`src/rtl/ccff_loader_pkg.sv`:
```
// Shared types and default widths for the configuration-chain bitstream loader.
package ccff_loader_pkg;

  localparam int DEF_WORD_W = 8;
  localparam int DEF_LEN_W  = 16;

  typedef enum logic [1:0] {
    ST_IDLE  = 2'd0,
    ST_LOAD  = 2'd1,
    ST_SHIFT = 2'd2,
    ST_DONE  = 2'd3
  } state_t;

endpackage

```
`src/rtl/ccff_word_serializer.sv`:
```
// Holds one bitstream word and walks it MSB first; reports the bit that follows
// the one currently on the chain head and whether the current bit is the word's last.
module ccff_word_serializer #(
  parameter int WORD_W = 8
) (
  input  logic              prog_clk,
  input  logic              prog_reset,
  input  logic              load,
  input  logic              shift,
  input  logic [WORD_W-1:0] data,
  output logic              next_bit,
  output logic              last
);

  localparam int CNT_W = $clog2(WORD_W + 1);

  logic [WORD_W-1:0] sreg;
  logic [CNT_W-1:0]  bits_left;

  always_ff @(posedge prog_clk or posedge prog_reset) begin
    if (prog_reset) begin
      sreg      <= '0;
      bits_left <= '0;
    end else if (load) begin
      sreg      <= data;
      bits_left <= CNT_W'(WORD_W);
    end else if (shift) begin
      sreg      <= sreg << 1;
      bits_left <= bits_left - CNT_W'(1);
    end
  end

  // sreg[WORD_W-1] is the bit currently on the head, so the successor sits one below.
  assign next_bit = sreg[WORD_W-2];
  assign last     = (bits_left == CNT_W'(1));

endmodule

```
`src/rtl/ccff_bitstream_loader.sv`:
```
// Streams a word-wide bitstream serially into a configuration flip-flop chain,
// counting exactly chain_len shifts and tracking the parity of the chain tail.
module ccff_bitstream_loader
  import ccff_loader_pkg::*;
#(
  parameter int WORD_W = DEF_WORD_W,
  parameter int LEN_W  = DEF_LEN_W
) (
  input  logic              prog_clk,
  input  logic              prog_reset,
  input  logic              start,
  input  logic [LEN_W-1:0]  chain_len,
  input  logic              word_valid,
  input  logic [WORD_W-1:0] word_data,
  output logic              word_ready,
  output logic              ccff_head,
  output logic              shift_en,
  input  logic              ccff_tail,
  output logic              cfg_done,
  output logic              busy,
  output logic              error,
  output logic              tail_parity,
  output state_t            dbg_state
);

  // Handshake: a word transfers on a rising edge where word_valid and word_ready
  // are both high; word_ready is high only in LOAD and word_valid may drop freely.

  state_t           state;
  logic [LEN_W-1:0] remaining;
  logic             ser_load;
  logic             ser_shift;
  logic             next_bit;
  logic             word_last;

  assign ser_load  = word_valid & word_ready;
  assign ser_shift = (state == ST_SHIFT);
  assign dbg_state = state;

  ccff_word_serializer #(.WORD_W(WORD_W)) u_serializer (
    .prog_clk   (prog_clk),
    .prog_reset (prog_reset),
    .load       (ser_load),
    .shift      (ser_shift),
    .data       (word_data),
    .next_bit   (next_bit),
    .last       (word_last)
  );

  always_ff @(posedge prog_clk or posedge prog_reset) begin
    if (prog_reset) begin
      state       <= ST_IDLE;
      remaining   <= '0;
      word_ready  <= 1'b0;
      ccff_head   <= 1'b0;
      shift_en    <= 1'b0;
      cfg_done    <= 1'b0;
      busy        <= 1'b0;
      error       <= 1'b0;
      tail_parity <= 1'b0;
    end else begin
      error <= 1'b0;
      case (state)
        ST_IDLE, ST_DONE: begin
          if (start) begin
            if (chain_len != '0) begin
              state       <= ST_LOAD;
              remaining   <= chain_len;
              cfg_done    <= 1'b0;
              tail_parity <= 1'b0;
              word_ready  <= 1'b1;
              busy        <= 1'b1;
            end else begin
              error <= 1'b1;
            end
          end
        end
        ST_LOAD: begin
          if (word_valid) begin
            state      <= ST_SHIFT;
            word_ready <= 1'b0;
            shift_en   <= 1'b1;
            ccff_head  <= word_data[WORD_W-1];
          end
        end
        ST_SHIFT: begin
          // The chain shifts on this edge, so the tail bit now present is counted.
          tail_parity <= tail_parity ^ ccff_tail;
          remaining   <= remaining - LEN_W'(1);
          if (remaining == LEN_W'(1)) begin
            state     <= ST_DONE;
            shift_en  <= 1'b0;
            ccff_head <= 1'b0;
            cfg_done  <= 1'b1;
            busy      <= 1'b0;
          end else if (word_last) begin
            state      <= ST_LOAD;
            shift_en   <= 1'b0;
            ccff_head  <= 1'b0;
            word_ready <= 1'b1;
          end else begin
            ccff_head <= next_bit;
          end
        end
        default: state <= ST_IDLE;
      endcase
    end
  end

endmodule
```
`config.mk`:
```
export PLATFORM = sky130hd
export DESIGN_NAME = ccff_bitstream_loader
export DESIGN_NICKNAME = d
export VERILOG_FILES = /design/src/rtl/ccff_loader_pkg.sv /design/src/rtl/ccff_word_serializer.sv /design/src/rtl/ccff_bitstream_loader.sv
export SDC_FILE = /design/constraint.sdc
export NUM_CORES = 1
export LEC_CHECK = 0
export CAP_MARGIN = 10
export CORE_MARGIN = 10
export CORE_UTILIZATION = 25
export DETAILED_ROUTE_END_ITERATION = 8
export GPL_TIMING_DRIVEN = 1
export PLACE_DENSITY = 0.56
export SYNTH_ARGS = -nofsm -noshare
export SYNTH_HDL_FRONTEND = slang
export SYNTH_SLANG_ARGS = --single-unit
```
`constraint.sdc`:
```
create_clock -name prog_clk -period 2.14 [get_ports prog_clk]
set_input_delay 0.321 -clock prog_clk [delete_from_list [all_inputs] [get_ports prog_clk]]
set_output_delay 0.321 -clock prog_clk [all_outputs]
set_load 0.01 [all_outputs]
```
Yosys cells after proc, flatten, opt, wreduce, memory -nomap -nowiden. Cells that the tools add are included.

Flip-flop bits (word level): 36. Input bits: 29. Logic and storage cells: 76.

Add/subtract/negate cells: 2. Equal/unequal tests: 12. Muxes and demuxes: 37. Bitwise gates (word level): 2. Reduce and logical (&&, ||, !) cells: 12.

Operator list (count): 16-bit 2-to-1 mux (2); 16-bit one-hot mux with 2 select lines (1); 1-bit 2-to-1 mux (18); 16-bit by 1-bit equality test with 1-bit output (second input constant) (1); 16-bit nonzero test (1); 16-bit by 1-bit subtractor with 16-bit output (second input constant) (1); 7-bit 2-to-1 mux (2); 2-bit 2-to-1 mux (5); 1-bit one-hot mux with 2 select lines (5); 4-bit 2-to-1 mux (2); 2-bit != test (second input constant) (4); 4-bit AND reduction (2); 2-bit one-hot mux with 3 select lines (1); 3-bit AND reduction (2); 2-bit nonzero test (3); 5-bit AND reduction (1); 2-bit equality test (second input constant) (2); 4-bit by 1-bit equality test with 1-bit output (second input constant) (1); 2-bit by 1-bit != test with 1-bit output (second input constant) (2); 4-bit by 1-bit subtractor with 4-bit output (second input constant) (1); 3-bit by 1-bit != test with 1-bit output (second input constant) (1); 1-bit one-hot mux with 3 select lines (1); 2-bit by 1-bit equality test with 1-bit output (second input constant) (1); 2-bit zero test (1); 4 further kinds (4).

Longest topological paths before layout. Gate-level depths: netlist of run 1.

Depth in word-level cells: 4. Gate-level depth with buffers: 10. Mapped depth without buffers: 7.

Modules after synthesis. From an unflattened synthesis of run 1, not the netlist that was laid out.

Cell total of the unflattened synthesis: 227. Area total of the unflattened synthesis: 2113.3 µm².

By module, submodules not included: ccff_bitstream_loader (times used 1, cells each 175, area an instance 1559.0 µm²); ccff_word_serializer (times used 1, cells each 52, area an instance 554.3 µm²).

Worst setup path before layout of run 1. No wires, ideal clock.

Path type: register to register. Start: register state[0], in the netlist dbg_state[0]. End: register remaining[10]. Arrival: 2.149 ns. Required time: 2.014 ns. Slack: -0.135 ns. Stages on the path, launching flop included: 9. Path buffers: 1. Cell sequence: dfrtp_1 -> inv_1 -> ha_1 -> nand2b_1 -> or4_4 -> buf_6 -> o21ai_4 -> o41ai_1 -> a311o_1.

Word-level cells in the longest chain between the ends: 4.

RTL lines: start, declared (RTL line ccff_bitstream_loader.sv:29) `state_t state;`; start signal, assigned (RTL line ccff_bitstream_loader.sv:52) `state <= ST_IDLE;`; start signal, assigned (RTL line ccff_bitstream_loader.sv:67) `state <= ST_LOAD;`; start signal, assigned (RTL line ccff_bitstream_loader.sv:80) `state <= ST_SHIFT;`; 2-bit equality test / 2-bit zero test (equally long branches) (RTL line ccff_bitstream_loader.sv:63) `case (state)`; 2-bit OR reduction (RTL line ccff_bitstream_loader.sv:63); 2-bit != test (no line) / 2-bit nonzero test (equally long branches); 3-bit AND reduction (no line); end signal, assigned (RTL line ccff_bitstream_loader.sv:68) `remaining <= chain_len;`; end signal, assigned (RTL line ccff_bitstream_loader.sv:89) `remaining <= remaining - LEN_W'(1);`; end, declared (RTL line ccff_bitstream_loader.sv:30) `logic [LEN_W-1:0] remaining;`.

Several ways; a longest one is shown, not always the timed one. A chain may end at the register's enable or synchronous reset.

Worst setup path after layout of run 1.
Start: input port chain_len[11]. End: register remaining[10].

Word-level cells in the longest chain between the ends: 3.

RTL lines: start, declared (RTL line ccff_bitstream_loader.sv:12) `input logic [LEN_W-1:0] chain_len,`; 16-bit nonzero test (RTL line ccff_bitstream_loader.sv:66) `if (chain_len != '0) begin`; 2-bit != test (no line); 3-bit AND reduction (no line).

Every way passes these cells.

==> impl_metrics.csv, run 1 <==
group,metric,value,unit
pwr,power.total,4.03,mW
pwr,power_density,1230,mW/mm²
placement,dp_hpwl,4770,µm
logic_synthesis,synth_area_leaders,"dfrtp_1 (41%), mux2i_1 (4.1%), o21ai_0 (4.1%), ha_1 (4.0%), nand2_1 (3.4%)",
global_routing,antenna_found_initial,0,
setup_path,crit_fanout,6,
setup_path,crit_start,"chain_len[11]",
placement,gp_congestion,0.818,
cts,cts_sinks,36,
die,die_w,113,µm
pwr,ir_worst_vdd,0.000392,V
timing,worst_pin_slew,480,ps
setup_path,r2r_cells,5,
timing,fin_skew,3.04,ps
setup_path,crit_end,"remaining[10]$_DFFE_PP0P_",
global_routing,grt.busiest_layer,"met2",
timing,setup_slack,36.6,ps
setup_path,critPathKind,"in -> reg",
setup_path,worstPathArrival,2270,ps
pwr,swShare,39.5,%
pwr,power.internal,2.44,mW
timing,setup_violations,0,
placement,place_ws,-540,ps
pwr,p_sw,1.59,mW
final_layout,layout-drive-gt1-share,29.4,%
global_routing,grtUsageTotal,9.73,%
final_layout,fillers,868,
cts,cts-root-buf,"clkbuf_8",
cts,clock_path_buffers,2,
final_layout,multi_input_area,0.00130,mm²
setup_path,cp.depth,6,
logic_synthesis,syn-mean-instance-area,9.06,µm²
setup_path,cp_slowest_stage_delay,560,ps
setup_path,rrSetupSlack,50,ps
timing,tns,0,ps
final_layout,final_common_cell,"buf_4",
setup_path,crit_path_frequent_cell,"or4_4",
logic_synthesis,syn_area,0.00218,mm²
logic_synthesis,yosys_warnings,0,
global_routing,grt_use_met1,11.7,%
die,start_util,25.4,%
die,dieArea,0.0129,mm²
logic_synthesis,ys_seq_elements,36,
global_routing,overflow,0,
timing,rsz0062_at_grt,"yes",
logic_synthesis,synth_top_area_share,41.3,%
drt,via_per_inst,4.99,
drt,drt_first_iter_violations,125,
logic_synthesis,ys.flop_type,"dfrtp_1",
setup_path,cp-start-kind,"input pin",
global_routing,met2_usage,16.4,%
logic_synthesis,ys_async_sr_fraction,100,%
hold_path,hp-class,"in -> reg",
cts,cts_buffers,5,
timing,clock.fmax,475,MHz
setup_path,crit_required,2310,ps
pwr,power.share.clock,14.6,%
drt,wire_per_inst,14.5,µm
timing,drv_slew,0,
outcome,status,"completed",
setup_path,crit_slowest_cell,"or4_4",
flow_run,maxCapViolCount,0,
placement,portBuffers,37,
timing,slew_headroom,68.0,%
logic_synthesis,yosysSeqAreaShare,41.3,%
timing,hold_viol,0,
logic_synthesis,syn_nets,277,
logic_synthesis,synth-edff-count,0,
cts,clk_latency,290,ps
logic_synthesis,yosysUniqueCellTypes,47,
drt,vias,2171,
die,die_h,113,µm
final_layout,diodes,0,
cts,clkTransAtPathRegs,70,ps
die,rows,34,
setup_path,crit_buf_inv,1,
setup_path,critical-path-top-delay-family,"simple AND/OR/NAND/NOR gates",
pwr,leakagePower,1.36,nW
setup_path,worstReg2RegStart,"remaining[0]$_DFFE_PP0P_",
logic_synthesis,synthCells,241,
drt,remaining_drc_errors,0,
drt,first_pass_iters,4,
cts,postCtsHoldBufs,0,
drt,routed_wl,6330,µm
final_layout,seqCellArea,901,µm²
cts,tritoncts,"done",
final_layout,final_nets,362,
setup_path,worst_setup_path_end_kind,"register",
drt,final_antenna_net_count,0,
final_layout,layout_common_cells,"buf_4 (50), dfrtp_1 (36), clkdlybuf4s50_1 (25)",
die,core_area,0.00859,mm²
global_routing,grt_max_degree,44,
global_routing,gr-usage-met3,2.83,%
die,io_pins,38,
global_routing,grt_pass1_wl,10400,µm
setup_path,worstPathCellList,"dlygate4sd2_1 -> or4_4 -> or4_4 -> o211ai_1 -> o41ai_2 -> a311o_1",
final_layout,area_growth,49.8,%
pwr,p_comb_share,56.3,%
timing,period_needed,2100,ps
timing,timing.final.crit_share,98.3,%
setup_path,reg2reg_to,"remaining[13]$_DFFE_PP0P_",
global_routing,grt_pass1_vias,2132,
cts,cts_htree_levels,2,
logic_synthesis,yosysTopAreaCell,"dfrtp_1",
pwr,seq_power_share,29.1,%
==> synthesized netlist by cell type, types with 7 or more instances <==
cell and instances:
dfrtp_1 36, nand2_1 20, o21ai_0 18, a21oi_1 14, inv_1 13, nor2_1 13, o22ai_1 12, clkbuf_1 9
mux2i_1 9, nand3_1 8, nor3_1 8, or4_1 8, ha_1 7
==> kinds of logic after synthesis <==
| logic type | Yosys count | synth area share (%) |
|---|---|---|
| adders and majority gates | 7 | 4.01 |
| and+or+nand+nor | 88 | 22.1 |
| buffers and inverters | 27 | 5.16 |
| AOI/OAI and AO/OA | 71 | 22.2 |
| DFF | 36 | 41.3 |
| xor gates and xnor gates | 3 | 1.20 |
| muxes | 9 | 4.13 |
==> what timing repair did <==
action                     in CTS  in global routing
pin swaps                      10                 11
setup buffers                   2                  0
setup endpoints to repair      24                 21
gates resized for setup        21                 30
==> registers in the layout, indices dropped and copies added (netlist names), 2 cells and up <==
name	cells
dbg_state	2
remaining	16
u_serializer.sreg	7
u_serializer.bits_left	4
==> layout make-up <==
| type | count | share of cell area (%) |
|---|---|---|
| repair buffers | 91 | 23.6 |
| clock buffers | 6 | 2.22 |
| well taps | 108 | 4.13 |
| flip-flops and latches | 36 | 27.5 |
| multi-input cells | 178 | 39.8 |
| clock inverters | 2 | 1.07 |
| inverters | 14 | 1.61 |
==> per-layer routing <==
layer	part of all wire, %	vias up	wire length, µm
met1	43	1045	2720
met3	5.1	8	325
met4	1.3	0	85
met2	50	45	3190
li1	-	1073	-
met5	0	-	0
==> worst min-delay path by stage <==
stage	start	to	slack, ps	depth (start not counted)
finish	chain_len[3]	remaining[3]$_DFFE_PP0P_	420	4
floorplan	word_data[0]	u_serializer.sreg[0]$_DFFE_PP0P_	440	2
detailed placement	cfg_done$_DFFE_PP0P_	cfg_done$_DFFE_PP0P_	510	1
global placement	cfg_done$_DFFE_PP0P_	cfg_done$_DFFE_PP0P_	490	1
CTS	prog_reset	busy$_DFFE_PP0P_	460	3
global route	chain_len[3]	remaining[3]$_DFFE_PP0P_	440	4
==> worst min-delay path, cell delays in order <==
cell and delay [ps]:
clkbuf_2 90, buf_4 100, o22ai_1 50, a21oi_1 100
==> power groups by stage <==
| stage | sequential (mW) | clock [mW] | combinational, mW |
|---|---|---|---|
| finish | 1.17 | 0.588 | 2.27 |
| global route | 1.21 | 0.642 | 2.51 |
| CTS | 1.16 | 0.610 | 2.22 |
| detailed placement | 1.18 | 0 | 2.16 |
| global placement | 1.17 | 0 | 2.12 |
| floorplan | 1.25 | 0 | 1.18 |
==> per-stage QoR <==
stage / area, µm² / cells / hold slack [ps] / utilization, %
3_5_place_dp: 3050 / 425 / 507 / 35.5
5_1_grt: 3270 / 435 / 443 / 38.1
2_1_floorplan: 2210 / 241 / 438 / -
4_1_cts: 3210 / 435 / 460 / 37.3
6_report: 3270 / 435 / 422 / 38.1
3_3_place_gp: 3050 / 425 / 488 / 35.5
No activity file was read; power rests on OpenSTA's default activity.
==> inputs of run 2 (changes only) <==
CAP_MARGIN = unset   (was 10)
==> results of run 2 <==
Final layout, timing and power as in run 1 (identical DEF).
==> inputs of run 3 (changes only) <==
HOLD_SLACK_MARGIN = 0.12   (was unset)
SETUP_SLACK_MARGIN = 0.3   (was unset)
==> run 3 against run 2 <==
  * Flip-flop and latch count stayed put
  * First-iteration DRC count is 25% lower
  * Maximum frequency is 3.2% higher
  * Via count is 4.0% higher
  * Sequential power is 6% higher
  * Total power is 16% higher
  * Combinational power is 23% higher
  * Core utilization is 3.3 points higher
  * Register-to-register slack better by 80 ps
==> impl_metrics.csv, run 3 (synthesis results as in run 1) <==
group,metric,value,unit
timing,setup_slack,102,ps
setup_path,rrSetupSlack,130,ps
setup_path,r2r_cells,5,
setup_path,worst_setup_path_end_kind,"register",
timing,worst_pin_slew,601,ps
cts,cts-root-buf,"clkbuf_8",
drt,vias,2257,
cts,clock_path_buffers,2,
global_routing,grt_max_degree,37,
setup_path,crit_fanout,6,
final_layout,regMostFlops,"remaining",
pwr,p_comb_share,60.1,%
placement,dp_hpwl,5010,µm
pwr,seq_power_share,26.6,%
drt,met1_length,3400,µm
cts,cts_buffers,5,
pwr,power.internal,2.75,mW
setup_path,crit_required,2340,ps
final_layout,layout_top_registers,"remaining x16, u_serializer.sreg x7, u_serializer.bits_left x4",
setup_path,reg2reg_to,"shift_en$_DFFE_PP0P_",
global_routing,grt_pass1_vias,2180,
hold_path,hp-class,"in -> reg",
final_layout,largest_reg_flops,16,
outcome,status,"completed",
drt,dr_wl_met3,269,µm
pwr,swShare,41.2,%
final_layout,area_growth,63.0,%
timing,clock.fmax,491,MHz
timing,timing.final.crit_share,95.2,%
drt,drt_first_iter_violations,94,
drt,remaining_drc_errors,0,
setup_path,worstPathArrival,2230,ps
die,rows,34,
placement,gp_congestion,0.840,
timing,hold_viol,0,
drt,routed.top_layer,"met4",
drt,wire_per_inst,16.3,µm
hold_path,whs_path_depth,3,
timing,slew_headroom,59.6,%
die,start_util,25.4,%
die,die_w,113,µm
die,die_h,113,µm
final_layout,final_util,41.4,%
cts,cts_sinks,36,
drt,via_per_inst,5.06,
final_layout,diodes,0,
setup_path,worstReg2RegStart,"remaining[6]$_DFFE_PP0P_",
die,core_area,0.00859,mm²
pwr,power_density,1310,mW/mm²
final_layout,layout_common_cells,"buf_4 (50), dfrtp_1 (36), clkdlybuf4s50_1 (25)",
cts,tritoncts,"done",
pwr,p_sw,1.92,mW
cts,cts_htree_levels,2,
final_layout,final_cells,446,
setup_path,critPathKind,"in -> reg",
global_routing,grtUsageTotal,10.5,%
timing,period_needed,2040,ps
timing,rsz0062_at_grt,"yes",
setup_path,cp-start-kind,"input pin",
hold_path,hold_start,"chain_len[8]",
cts,clkTransAtPathRegs,90,ps
timing,setup_violations,0,
final_layout,final_common_cell,"buf_4",
cts,clk_latency,290,ps
global_routing,antenna_found_initial,0,
pwr,power.share.clock,13.3,%
drt,first_pass_iters,4,
drt,met2_length,3510,µm
global_routing,grt_pass1_wl,11200,µm
drt,final_antenna_net_count,0,
global_routing,overflow,0,
die,io_pins,38,
die,dieArea,0.0129,mm²
pwr,leakagePower,1.47,nW
flow_run,maxCapViolCount,0,
drt,routed_wl,7290,µm
hold_path,min_to,"remaining[8]$_DFFE_PP0P_",
placement,place_ws,-597,ps
pwr,power.total,4.66,mW
timing,fin_skew,11.9,ps
timing,drv_slew,0,
placement,dp_cells,415,
final_layout,final_nets,373,
placement,portBuffers,37,
final_layout,layout-drive-gt1-share,40.2,%
pwr,ir_worst_vdd,0.000366,V
## run 3: changes by cell type in the layout (fill, tap and decap cells not counted), sizes merged
cell | previous run | this run
dlymetal6s2s | 1 | 0
dlygate4sd2 | 3 | 0
clkinvlp | 0 | 1
clkbuf | 11 | 14
buf | 54 | 65
o21a | 1 | 2
clkdlybuf4s15 | 3 | 2
## run 3: final cells by class
| cell class | count | area (µm²) |
|---|---|---|
| fill | 835 | 5030 |
| clock inverter | 3 | 42.5 |
| timing repair buffer | 101 | 871 |
| clock buffer | 5 | 68.8 |
| tap | 108 | 135 |
| sequential | 36 | 901 |
| inverter | 14 | 52.6 |
| multi-input combinational | 179 | 1490 |
## run 3: worst max-delay path by stage
stage	startpoint	to	cells past startpoint
global placement	chain_len[10]	remaining[6]$_DFFE_PP0P_	6
finish	chain_len[10]	remaining[13]$_DFFE_PP0P_	7
global route	remaining[0]$_DFFE_PP0P_	shift_en$_DFFE_PP0P_	7
detailed placement	chain_len[13]	remaining[11]$_DFFE_PP0P_	6
CTS	dbg_state[1]$_DFFE_PP0P_	cfg_done$_DFFE_PP0P_	7
floorplan	dbg_state[0]$_DFFE_PP0P_	remaining[10]$_DFFE_PP0P_	8
## run 3: metal layers
metal	up-vias	GRT usage, %
met2	57	16.7
met5	-	0
met1	1097	13.6
met4	0	4.15
met3	6	2.15
li1	1097	-
## run 3: through the flow
step	setup TNS (ps)	instance area, µm²	hold WS (ps)
final	0	3560	379
after detailed placement	-11940	3040	512
after global placement	-11750	3040	491
after floorplan	-119	2270	438
after CTS	0	3270	437
after global routing	0	3560	398
## run 3: power by group through the flow
stage                     logic, mW  clock network, mW  registers (mW)
after global routing           3.05              0.658            1.28
final                          2.80              0.623            1.24
after CTS                      2.32              0.633            1.21
after detailed placement       2.10                  0            1.22
after floorplan                1.23                  0            1.26
after global placement         2.07                  0            1.21
## run 3: timing repair
item / CTS / global route
pin swaps: 22 / 26
resized for setup: 42 / 55
cloned: 0 / 1
endpoints found under the setup margin: 25 / 24
buffers inserted: 8 / 14
hold buffers: 0 / 0
## run 3: worst max-delay path: stages
cell      delay [ps]
buf_2            120
or4_4            530
or4_4            600
o21ai_4          220
buf_6            150
o32ai_2           80
a311oi_1         220
